$ cat src/rtl/multicycle_ctrl_pkg.sv
// ----------------------------------------------------------------------------
// multicycle_ctrl_pkg : opcode/state encodings and opcode class helpers
// Rev 1.0
// ----------------------------------------------------------------------------
`default_nettype none

package multicycle_ctrl_pkg;

  typedef enum logic [2:0] {
    OP_ADD   = 3'd0,
    OP_ADDI  = 3'd1,
    OP_XOR   = 3'd2,
    OP_LOAD  = 3'd3,
    OP_STORE = 3'd4,
    OP_JUMP  = 3'd5,
    OP_CMP   = 3'd6,
    OP_SHF   = 3'd7
  } opcode_e;

  typedef enum logic [2:0] {
    ST_IDLE   = 3'd0,
    ST_FETCH  = 3'd1,
    ST_DECODE = 3'd2,
    ST_EXEC   = 3'd3,
    ST_MEM    = 3'd4,
    ST_WB     = 3'd5,
    ST_HALTED = 3'd6,
    ST_ERROR  = 3'd7
  } state_e;

  function automatic logic is_mem(opcode_e op);
    return (op == OP_LOAD) || (op == OP_STORE);
  endfunction

  function automatic logic uses_imm(opcode_e op);
    return (op == OP_ADDI) || (op == OP_SHF);
  endfunction

  function automatic logic writes_reg(opcode_e op);
    return !((op == OP_STORE) || (op == OP_JUMP));
  endfunction

endpackage

`default_nettype wire

$ cat src/rtl/multicycle_ctrl_if.sv
// ----------------------------------------------------------------------------
// multicycle_ctrl_if : control, memory handshake and status bundle
// Rev 1.0
// ----------------------------------------------------------------------------
`default_nettype none

interface multicycle_ctrl_if #(
  parameter int CNT_W = 16
);
  logic             start;
  logic             halt_req;
  logic [2:0]       opcode;
  logic             imem_req;
  logic             imem_ack;
  logic             dmem_req;
  logic             dmem_we;
  logic             dmem_ack;
  logic             ir_load;
  logic             pc_inc;
  logic             pc_load;
  logic             alu_src;
  logic             reg_write;
  logic             busy;
  logic             done;
  logic             err;
  logic [CNT_W-1:0] instr_cnt;

  modport master (
    input  start, halt_req, opcode, imem_ack, dmem_ack,
    output imem_req, dmem_req, dmem_we, ir_load, pc_inc, pc_load,
           alu_src, reg_write, busy, done, err, instr_cnt
  );

  modport slave (
    output start, halt_req, opcode, imem_ack, dmem_ack,
    input  imem_req, dmem_req, dmem_we, ir_load, pc_inc, pc_load,
           alu_src, reg_write, busy, done, err, instr_cnt
  );
endinterface

`default_nettype wire

$ cat src/rtl/multicycle_ctrl_mem_wait_timer.sv
// ----------------------------------------------------------------------------
// mem_wait_timer : counts un-acked request cycles, flags the last allowed one
// Rev 1.0
// ----------------------------------------------------------------------------
`default_nettype none

module mem_wait_timer #(
  parameter int MEM_TIMEOUT = 15
) (
  input  logic clk,
  input  logic rst_n,
  input  logic i_clear,
  input  logic i_tick,
  output logic o_expired
);
  localparam int W = (MEM_TIMEOUT > 0) ? $clog2(MEM_TIMEOUT + 1) : 1;
  localparam logic [W-1:0] c_LIMIT = W'(MEM_TIMEOUT);

  logic [W-1:0] r_wait;

  // Never ticks past the limit: the owner leaves the wait state instead.
  always_ff @(posedge clk or negedge rst_n) begin
    if (!rst_n) begin
      r_wait <= '0;
    end else if (i_clear) begin
      r_wait <= '0;
    end else if (i_tick) begin
      r_wait <= r_wait + 1'b1;
    end
  end

  assign o_expired = (r_wait == c_LIMIT);

endmodule

`default_nettype wire

$ cat src/rtl/multicycle_ctrl.sv
// ----------------------------------------------------------------------------
// multicycle_ctrl : FETCH/DECODE/EXEC/MEM/WB sequencer with memory timeouts
// Rev 1.0
// ----------------------------------------------------------------------------
`default_nettype none

module multicycle_ctrl
  import multicycle_ctrl_pkg::*;
#(
  parameter int CNT_W       = 16,
  parameter int MEM_TIMEOUT = 15
) (
  input  logic              clk,
  input  logic              rst_n,
  multicycle_ctrl_if.master bus
);
  state_e           r_state;
  state_e           w_next;
  opcode_e          r_op;
  logic             r_halt;
  logic [CNT_W-1:0] r_cnt;

  logic w_imem_req, w_dmem_req, w_dmem_we, w_ir_load, w_pc_inc, w_pc_load;
  logic w_alu_src, w_reg_write, w_busy, w_done, w_err;
  logic w_retire, w_cnt_clr, w_wait_tick, w_expired;

  mem_wait_timer #(
    .MEM_TIMEOUT(MEM_TIMEOUT)
  ) u_wait (
    .clk      (clk),
    .rst_n    (rst_n),
    .i_clear  (!w_wait_tick),
    .i_tick   (w_wait_tick),
    .o_expired(w_expired)
  );

  always_comb begin
    w_next      = r_state;
    w_imem_req  = 1'b0;
    w_dmem_req  = 1'b0;
    w_dmem_we   = 1'b0;
    w_ir_load   = 1'b0;
    w_pc_inc    = 1'b0;
    w_pc_load   = 1'b0;
    w_alu_src   = 1'b0;
    w_reg_write = 1'b0;
    w_done      = 1'b0;
    w_err       = 1'b0;
    w_retire    = 1'b0;
    w_cnt_clr   = 1'b0;
    w_wait_tick = 1'b0;
    w_busy      = !(r_state inside {ST_IDLE, ST_HALTED, ST_ERROR});

    case (r_state)
      ST_IDLE, ST_HALTED: begin
        w_done = (r_state == ST_HALTED);
        if (bus.start) begin
          w_next    = ST_FETCH;
          w_cnt_clr = 1'b1;
        end
      end
      ST_FETCH: begin
        w_imem_req = 1'b1;
        if (bus.imem_ack) begin
          w_ir_load = 1'b1;
          w_next    = ST_DECODE;
        end else if (w_expired) begin
          w_next = ST_ERROR;
        end else begin
          w_wait_tick = 1'b1;
        end
      end
      ST_DECODE: begin
        w_next = ST_EXEC;
      end
      ST_EXEC: begin
        w_alu_src = uses_imm(r_op);
        if (is_mem(r_op)) begin
          w_next = ST_MEM;
        end else if (writes_reg(r_op)) begin
          w_next = ST_WB;
        end else begin
          w_pc_load = 1'b1;
          w_retire  = 1'b1;
        end
      end
      ST_MEM: begin
        w_dmem_req = 1'b1;
        w_dmem_we  = (r_op == OP_STORE);
        if (bus.dmem_ack) begin
          if (writes_reg(r_op)) begin
            w_next = ST_WB;
          end else begin
            w_pc_inc = 1'b1;
            w_retire = 1'b1;
          end
        end else if (w_expired) begin
          w_next = ST_ERROR;
        end else begin
          w_wait_tick = 1'b1;
        end
      end
      ST_WB: begin
        w_reg_write = 1'b1;
        w_pc_inc    = 1'b1;
        w_retire    = 1'b1;
      end
      ST_ERROR: begin
        w_err = 1'b1;
      end
      default: begin
        w_next = ST_IDLE;
      end
    endcase

    // A halt request seen in the retiring cycle itself still takes effect.
    if (w_retire) begin
      w_next = (r_halt || bus.halt_req) ? ST_HALTED : ST_FETCH;
    end
  end

  always_ff @(posedge clk or negedge rst_n) begin
    if (!rst_n) begin
      r_state <= ST_IDLE;
      r_op    <= OP_ADD;
      r_halt  <= 1'b0;
      r_cnt   <= '0;
    end else begin
      r_state <= w_next;
      if (r_state == ST_DECODE) begin
        r_op <= opcode_e'(bus.opcode);
      end
      if (w_next == ST_HALTED) begin
        r_halt <= 1'b0;
      end else if (bus.halt_req && w_busy) begin
        r_halt <= 1'b1;
      end
      if (w_cnt_clr) begin
        r_cnt <= '0;
      end else if (w_retire && (r_cnt != '1)) begin
        r_cnt <= r_cnt + 1'b1;
      end
    end
  end

  assign bus.imem_req  = w_imem_req;
  assign bus.dmem_req  = w_dmem_req;
  assign bus.dmem_we   = w_dmem_we;
  assign bus.ir_load   = w_ir_load;
  assign bus.pc_inc    = w_pc_inc;
  assign bus.pc_load   = w_pc_load;
  assign bus.alu_src   = w_alu_src;
  assign bus.reg_write = w_reg_write;
  assign bus.busy      = w_busy;
  assign bus.done      = w_done;
  assign bus.err       = w_err;
  assign bus.instr_cnt = r_cnt;

endmodule

`default_nettype wire

$ cat src/flat_wrapper.sv
// flat-port wrapper written by rule: the top's interface ports become plain ports
module multicycle_ctrl_flat import multicycle_ctrl_pkg::*;
#(
  parameter int CNT_W       = 16,
  parameter int MEM_TIMEOUT = 15
)
  (clk, rst_n, bus_start, bus_halt_req, bus_opcode, bus_imem_ack, bus_dmem_ack, bus_imem_req, bus_dmem_req, bus_dmem_we, bus_ir_load, bus_pc_inc, bus_pc_load, bus_alu_src, bus_reg_write, bus_busy, bus_done, bus_err, bus_instr_cnt);
  multicycle_ctrl_if #(.CNT_W(CNT_W)) bus_i ();
  input  logic clk;
  input  logic rst_n;
  input wire logic [$bits(bus_i.start)-1:0] bus_start;
  input wire logic [$bits(bus_i.halt_req)-1:0] bus_halt_req;
  input wire logic [$bits(bus_i.opcode)-1:0] bus_opcode;
  input wire logic [$bits(bus_i.imem_ack)-1:0] bus_imem_ack;
  input wire logic [$bits(bus_i.dmem_ack)-1:0] bus_dmem_ack;
  output wire logic [$bits(bus_i.imem_req)-1:0] bus_imem_req;
  output wire logic [$bits(bus_i.dmem_req)-1:0] bus_dmem_req;
  output wire logic [$bits(bus_i.dmem_we)-1:0] bus_dmem_we;
  output wire logic [$bits(bus_i.ir_load)-1:0] bus_ir_load;
  output wire logic [$bits(bus_i.pc_inc)-1:0] bus_pc_inc;
  output wire logic [$bits(bus_i.pc_load)-1:0] bus_pc_load;
  output wire logic [$bits(bus_i.alu_src)-1:0] bus_alu_src;
  output wire logic [$bits(bus_i.reg_write)-1:0] bus_reg_write;
  output wire logic [$bits(bus_i.busy)-1:0] bus_busy;
  output wire logic [$bits(bus_i.done)-1:0] bus_done;
  output wire logic [$bits(bus_i.err)-1:0] bus_err;
  output wire logic [$bits(bus_i.instr_cnt)-1:0] bus_instr_cnt;
  assign bus_i.start = bus_start;
  assign bus_i.halt_req = bus_halt_req;
  assign bus_i.opcode = bus_opcode;
  assign bus_i.imem_ack = bus_imem_ack;
  assign bus_i.dmem_ack = bus_dmem_ack;
  assign bus_imem_req = bus_i.imem_req;
  assign bus_dmem_req = bus_i.dmem_req;
  assign bus_dmem_we = bus_i.dmem_we;
  assign bus_ir_load = bus_i.ir_load;
  assign bus_pc_inc = bus_i.pc_inc;
  assign bus_pc_load = bus_i.pc_load;
  assign bus_alu_src = bus_i.alu_src;
  assign bus_reg_write = bus_i.reg_write;
  assign bus_busy = bus_i.busy;
  assign bus_done = bus_i.done;
  assign bus_err = bus_i.err;
  assign bus_instr_cnt = bus_i.instr_cnt;
  multicycle_ctrl #(.CNT_W(CNT_W), .MEM_TIMEOUT(MEM_TIMEOUT)) u_core (.clk(clk), .rst_n(rst_n), .bus(bus_i));
endmodule
$ cat config.mk
export PLATFORM = sky130hd
export DESIGN_NAME = multicycle_ctrl_flat
export DESIGN_NICKNAME = d
export VERILOG_FILES = /design/src/rtl/multicycle_ctrl_pkg.sv /design/src/rtl/multicycle_ctrl_if.sv /design/src/rtl/multicycle_ctrl_mem_wait_timer.sv /design/src/rtl/multicycle_ctrl.sv /design/src/flat_wrapper.sv
export SDC_FILE = /design/constraint.sdc
export NUM_CORES = 1
export LEC_CHECK = 0
export CAP_MARGIN = 20
export CORE_MARGIN = 3
export CORE_UTILIZATION = 50
export DETAILED_ROUTE_END_ITERATION = 6
export PLACE_DENSITY = 0.79
export SLEW_MARGIN = 20
export SYNTH_ARGS = -nofsm -noshare
export SYNTH_HDL_FRONTEND = slang
export SYNTH_SLANG_ARGS = --single-unit
export TNS_END_PERCENT = 30
$ cat constraint.sdc
create_clock -name clk -period 2.45 [get_ports clk]
set_clock_uncertainty 0.15 [all_clocks]
set_input_delay 0.49 -clock clk [delete_from_list [all_inputs] [get_ports clk]]
set_output_delay 0.49 -clock clk [all_outputs]
set_load 0.02 [all_outputs]
==> reports/qor.csv, run 1 <==
metric,value,unit
drc,0,
mostFrequentLayoutCells,"clkdlybuf4s50_1, dfrtp_1, nor2_1",
vias,1490,
power_leakage,0.000883,µW
tns,0,ns
syn_avg_cell_area,9.24,µm²
core.rowCount,20,
critPathBufInv,2,
pre_cts_slack,-0.0981,ns
routabilityCongestion,0.895,
hold_path.class,reg2reg,
setup_viol,0,
initial_core_util,53.1,%
ys_ff_latch,27,
hold_viol,0,
utilization,67.9,%
critPathSlowestCell,clkdlybuf4s50_1,
nets,231,
grt_overflow,0,
drt_iter0_markers,87,
powerDensity,877,nW/µm²
async_flop_share,100,%
n_fill_cell,267,
grt_pass1_vias,1455,
num_antenna_cells,0,
cts.path.max_buffers,2,
max-vdd-ir-drop,0.000550,V
dieHeight,63.2,µm
numCtsBuffers,3,
drv_cap,0,
crit_path_start_kind,flop,
synth-edff-count,0,
drtPass1Iterations,4,
cp_data_arrival_time,1.74,ns
antenna_left,0,
grt_max_degree,28,
core_area,3080,µm²
cts.sinks,27,
cts_post_setup_buffers_inserted,0,
max_slew_margin,77.0,%
syn_nets,188,
tightestPinTransition,0.345,ns
root_buffer,clkbuf_4,
cts_tree,yes,
final_layout_size_suffix_gt1_share,13.7,%
syn_area,1640,µm²
status,"complete, no violations",
drt_wl_total,3840,µm
synth_warnings,0,
setup_ws,0.0742,ns
fmax,421,MHz
synth-main-ff-cell,dfrtp_1,
worstPathMaxFanout,16,
clk_latency,0.33,ns
path_class,reg2out,
io_pins,36,
rrSetupSlack,0.28,ns
fin_crit_sh,97.0,%
slew_violations,0,
fin_crit,2.38,ns
crit_family,buffers and inverters,
synth_area_leader_cell,dfrtp_1,
yosys-top-cells-area,"dfrtp_1, nor2_1, nand3_1",
max_stage_delay,0.60,ns
cts_htree_levels,1,
wl_per_cell,14.6,µm
synth.top_cell.area_share,41.3,%
die_w,63.2,µm
cts.reportedPaths.clkPinSlew,0.14,ns
antenna_found_initial,0,
syn_to_final_growth,27.8,%
grt_usage,20.7,%
crit_path_end_kind,output port,
dieArea,3990,µm²
hpwl,2920,µm
rsz0062_at_grt,no,
ys_seq_area_share,41.3,%
port_buffers,35,
grt_pass1_wl,6720,µm
crit_required,1.81,ns
viasPerCell,5.67,
synthDistinctLibCells,50,
syn_inst,177,
crit_chain,"buf_4, and3_1, clkdlybuf4s50_1",
[through the flow]
stage	instances	hold slack, ns	area, µm²	power [µW]
global placement	259	0.302	2070	1660
finish	263	0.321	2090	1830
detailed placement	259	0.307	2070	1680
CTS	263	0.325	2090	1860
global route	263	0.349	2090	1980
floorplan	177	0.0444	1640	1340
[sequential cells by signal (all words and copies together), names as in the netlist]
name,cells
u_core.bus.instr_cnt,16
u_core.r_halt,1
u_core.r_op,3
u_core.r_state,3
u_core.u_wait.r_wait,4
[per-layer routing]
metal | up-vias | wire, µm | track usage [%]
li1 | 740 | - | -
met1 | 699 | 1670 | 25.9
met2 | 43 | 1970 | 36.9
met3 | 8 | 153 | 2.67
met4 | 0 | 40 | 6.47
met5 | - | 0 | 0
[report_power, final]
group	total [µW]	switching [µW]	internal, µW	leakage, µW
Combinational	985	552	433	0.000513
Clock	193	129	63.9	0.0000150
Sequential	656	117	539	0.000355
Total	1830	797	1040	0.000883
[cell type report]
class | instances | area, µm² | share of cell area (%)
repair buffers | 45 | 413 | 19.8
multi-input cells | 135 | 882 | 42.2
clock buffers | 4 | 26.3 | 1.26
inverters | 8 | 35.0 | 1.68
flip-flops and latches | 27 | 678 | 32.5
well taps | 44 | 55.1 | 2.63
[synthesized netlist by cell type (all sizes together), types with 3 or more instances]
cell type	instances
dfrtp	27
nor2	16
nand2	14
nand3	11
a21oi	8
inv	8
nor3	7
o21ai	6
o211ai	5
o31ai	5
and3	4
clkbuf	4
nand2b	4
nand3b	4
or3	4
or4	4
buf	3
mux2	3
nand4	3
o22ai	3
xor2	3
[cells by family after synthesis]
group / after synthesis / share of synthesized area (%)
AOI/OAI and AO/OA: 40 / 18.4
xor gates and xnor gates: 4 / 2.14
adders and majority gates: 3 / 2.14
buffers and inverters: 15 / 4.74
DFF: 27 / 41.3
muxes: 4 / 2.68
and+or+nand+nor: 84 / 28.6
[worst register-to-register path, cell delays in order, from the launching register on]
cell,delay (ns)
dfrtp_1,0.50
nand4_1,0.19
or3_1,0.48
o22ai_2,0.31
buf_4,0.23
nor3_1,0.07
mux2i_1,0.12
[path summary, 6_finish.rpt]
| kind | startpoint | endpoint | cells after the start |
|---|---|---|---|
| hold reg to reg | u_core.u_wait.r_wait[0]$_DFF_PN0_ | u_core.u_wait.r_wait[0]$_DFF_PN0_ | 1 |
| setup / recovery | u_core.r_state[1]$_DFF_PN0_ | bus_err | 3 |
| setup reg to reg | u_core.bus.instr_cnt[3]$_DFFE_PN0P_ | u_core.bus.instr_cnt[5]$_DFFE_PN0P_ | 6 |
| hold / removal | u_core.u_wait.r_wait[0]$_DFF_PN0_ | u_core.u_wait.r_wait[0]$_DFF_PN0_ | 1 |
| min in group asynchronous | rst_n | u_core.r_state[2]$_DFF_PN0_ | 2 |
| max in group asynchronous | rst_n | u_core.r_state[0]$_DFF_PN0_ | 2 |
[repair_timing]
action                     CTS  global route
pin swaps                    0             0
setup endpoints to repair   11             2
resized for setup           12             4
hold buffers                 0             0
(Power assumes the default switching activity.)
==> run 2, diff against run 1 <==
--- a/config.mk
+++ b/config.mk
@@ -9,6 +9,7 @@
 export CORE_MARGIN = 3
 export CORE_UTILIZATION = 50
 export DETAILED_ROUTE_END_ITERATION = 6
+export MAX_ROUTING_LAYER = met4
 export PLACE_DENSITY = 0.79
 export SLEW_MARGIN = 20
 export SYNTH_ARGS = -nofsm -noshare
==> run 2 against run 1 <==
Clock power grew 2%. Sequential share of layout area shrank 0.15 points. Highest routed layer unchanged. Hold slack lost 0.00067 ns. Combinational power is essentially flat. Die area is the same. Power grew 0.11%. Largest cell class unchanged. Global-route usage grew 1.6 points. Critical path depth is the same. Critical endpoint is now bus_dmem_we. Routed wire length grew 4.4%. Maximum frequency grew 0.20%.
==> reports/qor.csv, run 2 (synthesized netlist as in run 1, its figures left out) <==
metric,value,unit
r2r_start,u_core.bus.instr_cnt[3]$_DFFE_PN0P_,
startpoint,u_core.r_state[1]$_DFF_PN0_,
final_layout_size_suffix_gt1_share,13.2,%
vias,1506,
viasPerCell,5.73,
syn_to_final_growth,28.4,%
slew_violations,0,
fmax,422,MHz
root_buffer,clkbuf_4,
fin_crit,2.37,ns
crit_chain,"or2b_4, nor4_1, dlygate4sd2_1",
grt_pass1_vias,1502,
multi_input_area,882,µm²
total_power,1840,µW
io_pins,36,
critPathSlowestCell,dfrtp_2,
crit_path_start_kind,flop,
wl_per_cell,15.2,µm
status,"complete, no violations",
cts.reportedPaths.clkPinSlew,0.15,ns
core.rowCount,20,
min_from,u_core.u_wait.r_wait[0]$_DFF_PN0_,
regArea,678,µm²
routabilityCongestion,0.920,
fin_crit_sh,96.8,%
nets,231,
grt_pass1_wl,7030,µm
worstPathMaxFanout,7,
grt_overflow,0,
power_leakage,0.000915,µW
dieHeight,63.2,µm
final_common_cell,dfrtp_1,
drv_cap,0,
cts.sinks,27,
cts_tree,yes,
drt_wl_total,4000,µm
die_w,63.2,µm
antenna_found_initial,0,
dieArea,3990,µm²
drt_iter0_markers,102,
largest_reg_flops,16,
antenna_left,0,
crit_required,1.81,ns
clk_latency,0.33,ns
cts_htree_levels,1,
place_area,2070,µm²
max_stage_delay,0.47,ns
drc,0,
port_buffers,35,
core_area,3080,µm²
max-vdd-ir-drop,0.000511,V
powerDensity,874,nW/µm²
initial_core_util,53.1,%
max_slew_margin,75.3,%
hpwl,3060,µm
grt_max_degree,28,
numCtsBuffers,3,
hold_path.class,reg2reg,
num_antenna_cells,0,
grt_usage,22.3,%
finalInstanceArea,2100,µm²
mostFrequentLayoutCells,"dfrtp_1, clkdlybuf4s50_1, nor2_1",
cts.path.max_buffers,2,
drtPass1Iterations,4,
hold_viol,0,
rsz0062_at_grt,no,
setup_viol,0,
tightestPinTransition,0.365,ns
crit_path_end_kind,output port,
cp_data_arrival_time,1.73,ns
n_fill_cell,276,
path_class,reg2out,
run 2: final timing paths:
path / endpoint / slack [ns] / cells past startpoint
worst min-delay path: u_core.u_wait.r_wait[0]$_DFF_PN0_ / 0.32 / 1
worst max register to register: u_core.bus.instr_cnt[5]$_DFFE_PN0P_ / 0.28 / 6
worst min register to register: u_core.u_wait.r_wait[0]$_DFF_PN0_ / 0.32 / 1
max in group asynchronous: u_core.r_op[1]$_DFFE_PN0P_ / 1.51 / 2
min in group asynchronous: u_core.r_state[2]$_DFF_PN0_ / 0.37 / 2
worst max-delay path: bus_dmem_we / 0.08 / 3
run 2: layout make-up:
class,count,area share [%]
clock buffers,4,1.25
multi-input cells,135,42.0
well taps,44,2.62
flip-flops and latches,27,32.3
repair buffers,45,20.1
inverters,8,1.67
run 2: what timing repair did:
action / 4_1_cts / 5_1_grt
hold endpoints to repair: 0 / 0
pin swaps: 0 / 0
hold buffers: 0 / 0
setup buffers: 0 / 0
endpoints found under the setup margin: 10 / 3
resized for setup: 11 / 3
run 2: metrics by stage:
step                      hold WS [ns]  cells  TNS, ns  util (%)  setup WS, ns
after detailed placement         0.303    259   -0.197      67.4        -0.106
after floorplan                 0.0444    177        0         -         0.343
final                            0.321    263        0      68.2        0.0789
after global routing             0.344    263        0      68.2        0.0250
after global placement           0.301    259   -0.141      67.4        -0.114
after CTS                        0.322    263        0      68.0       0.00705
run 2: metal layers:
metal | vias up | track usage (%) | share of wire, %
met1 | 734 | 27.1 | 44
li1 | 736 | - | -
met5 | - | - | 0
met3 | 4 | 2.67 | 2.9
met2 | 32 | 38.6 | 52
met4 | 0 | 7.01 | 0.97
run 2: power by group:
| part | switching (µW) | total [µW] | internal (µW) |
|---|---|---|---|
| registers | 115 | 654 | 539 |
| clock network | 133 | 197 | 63.8 |
| logic | 551 | 985 | 434 |
| total | 799 | 1840 | 1040 |
run 2: worst max-delay path, delay by kind of cell, from the launching register on:
kind	cells	cell delay (ns)
DFF	1	0.47
buffers and inverters	1	0.37
and+or+nand+nor	2	0.56
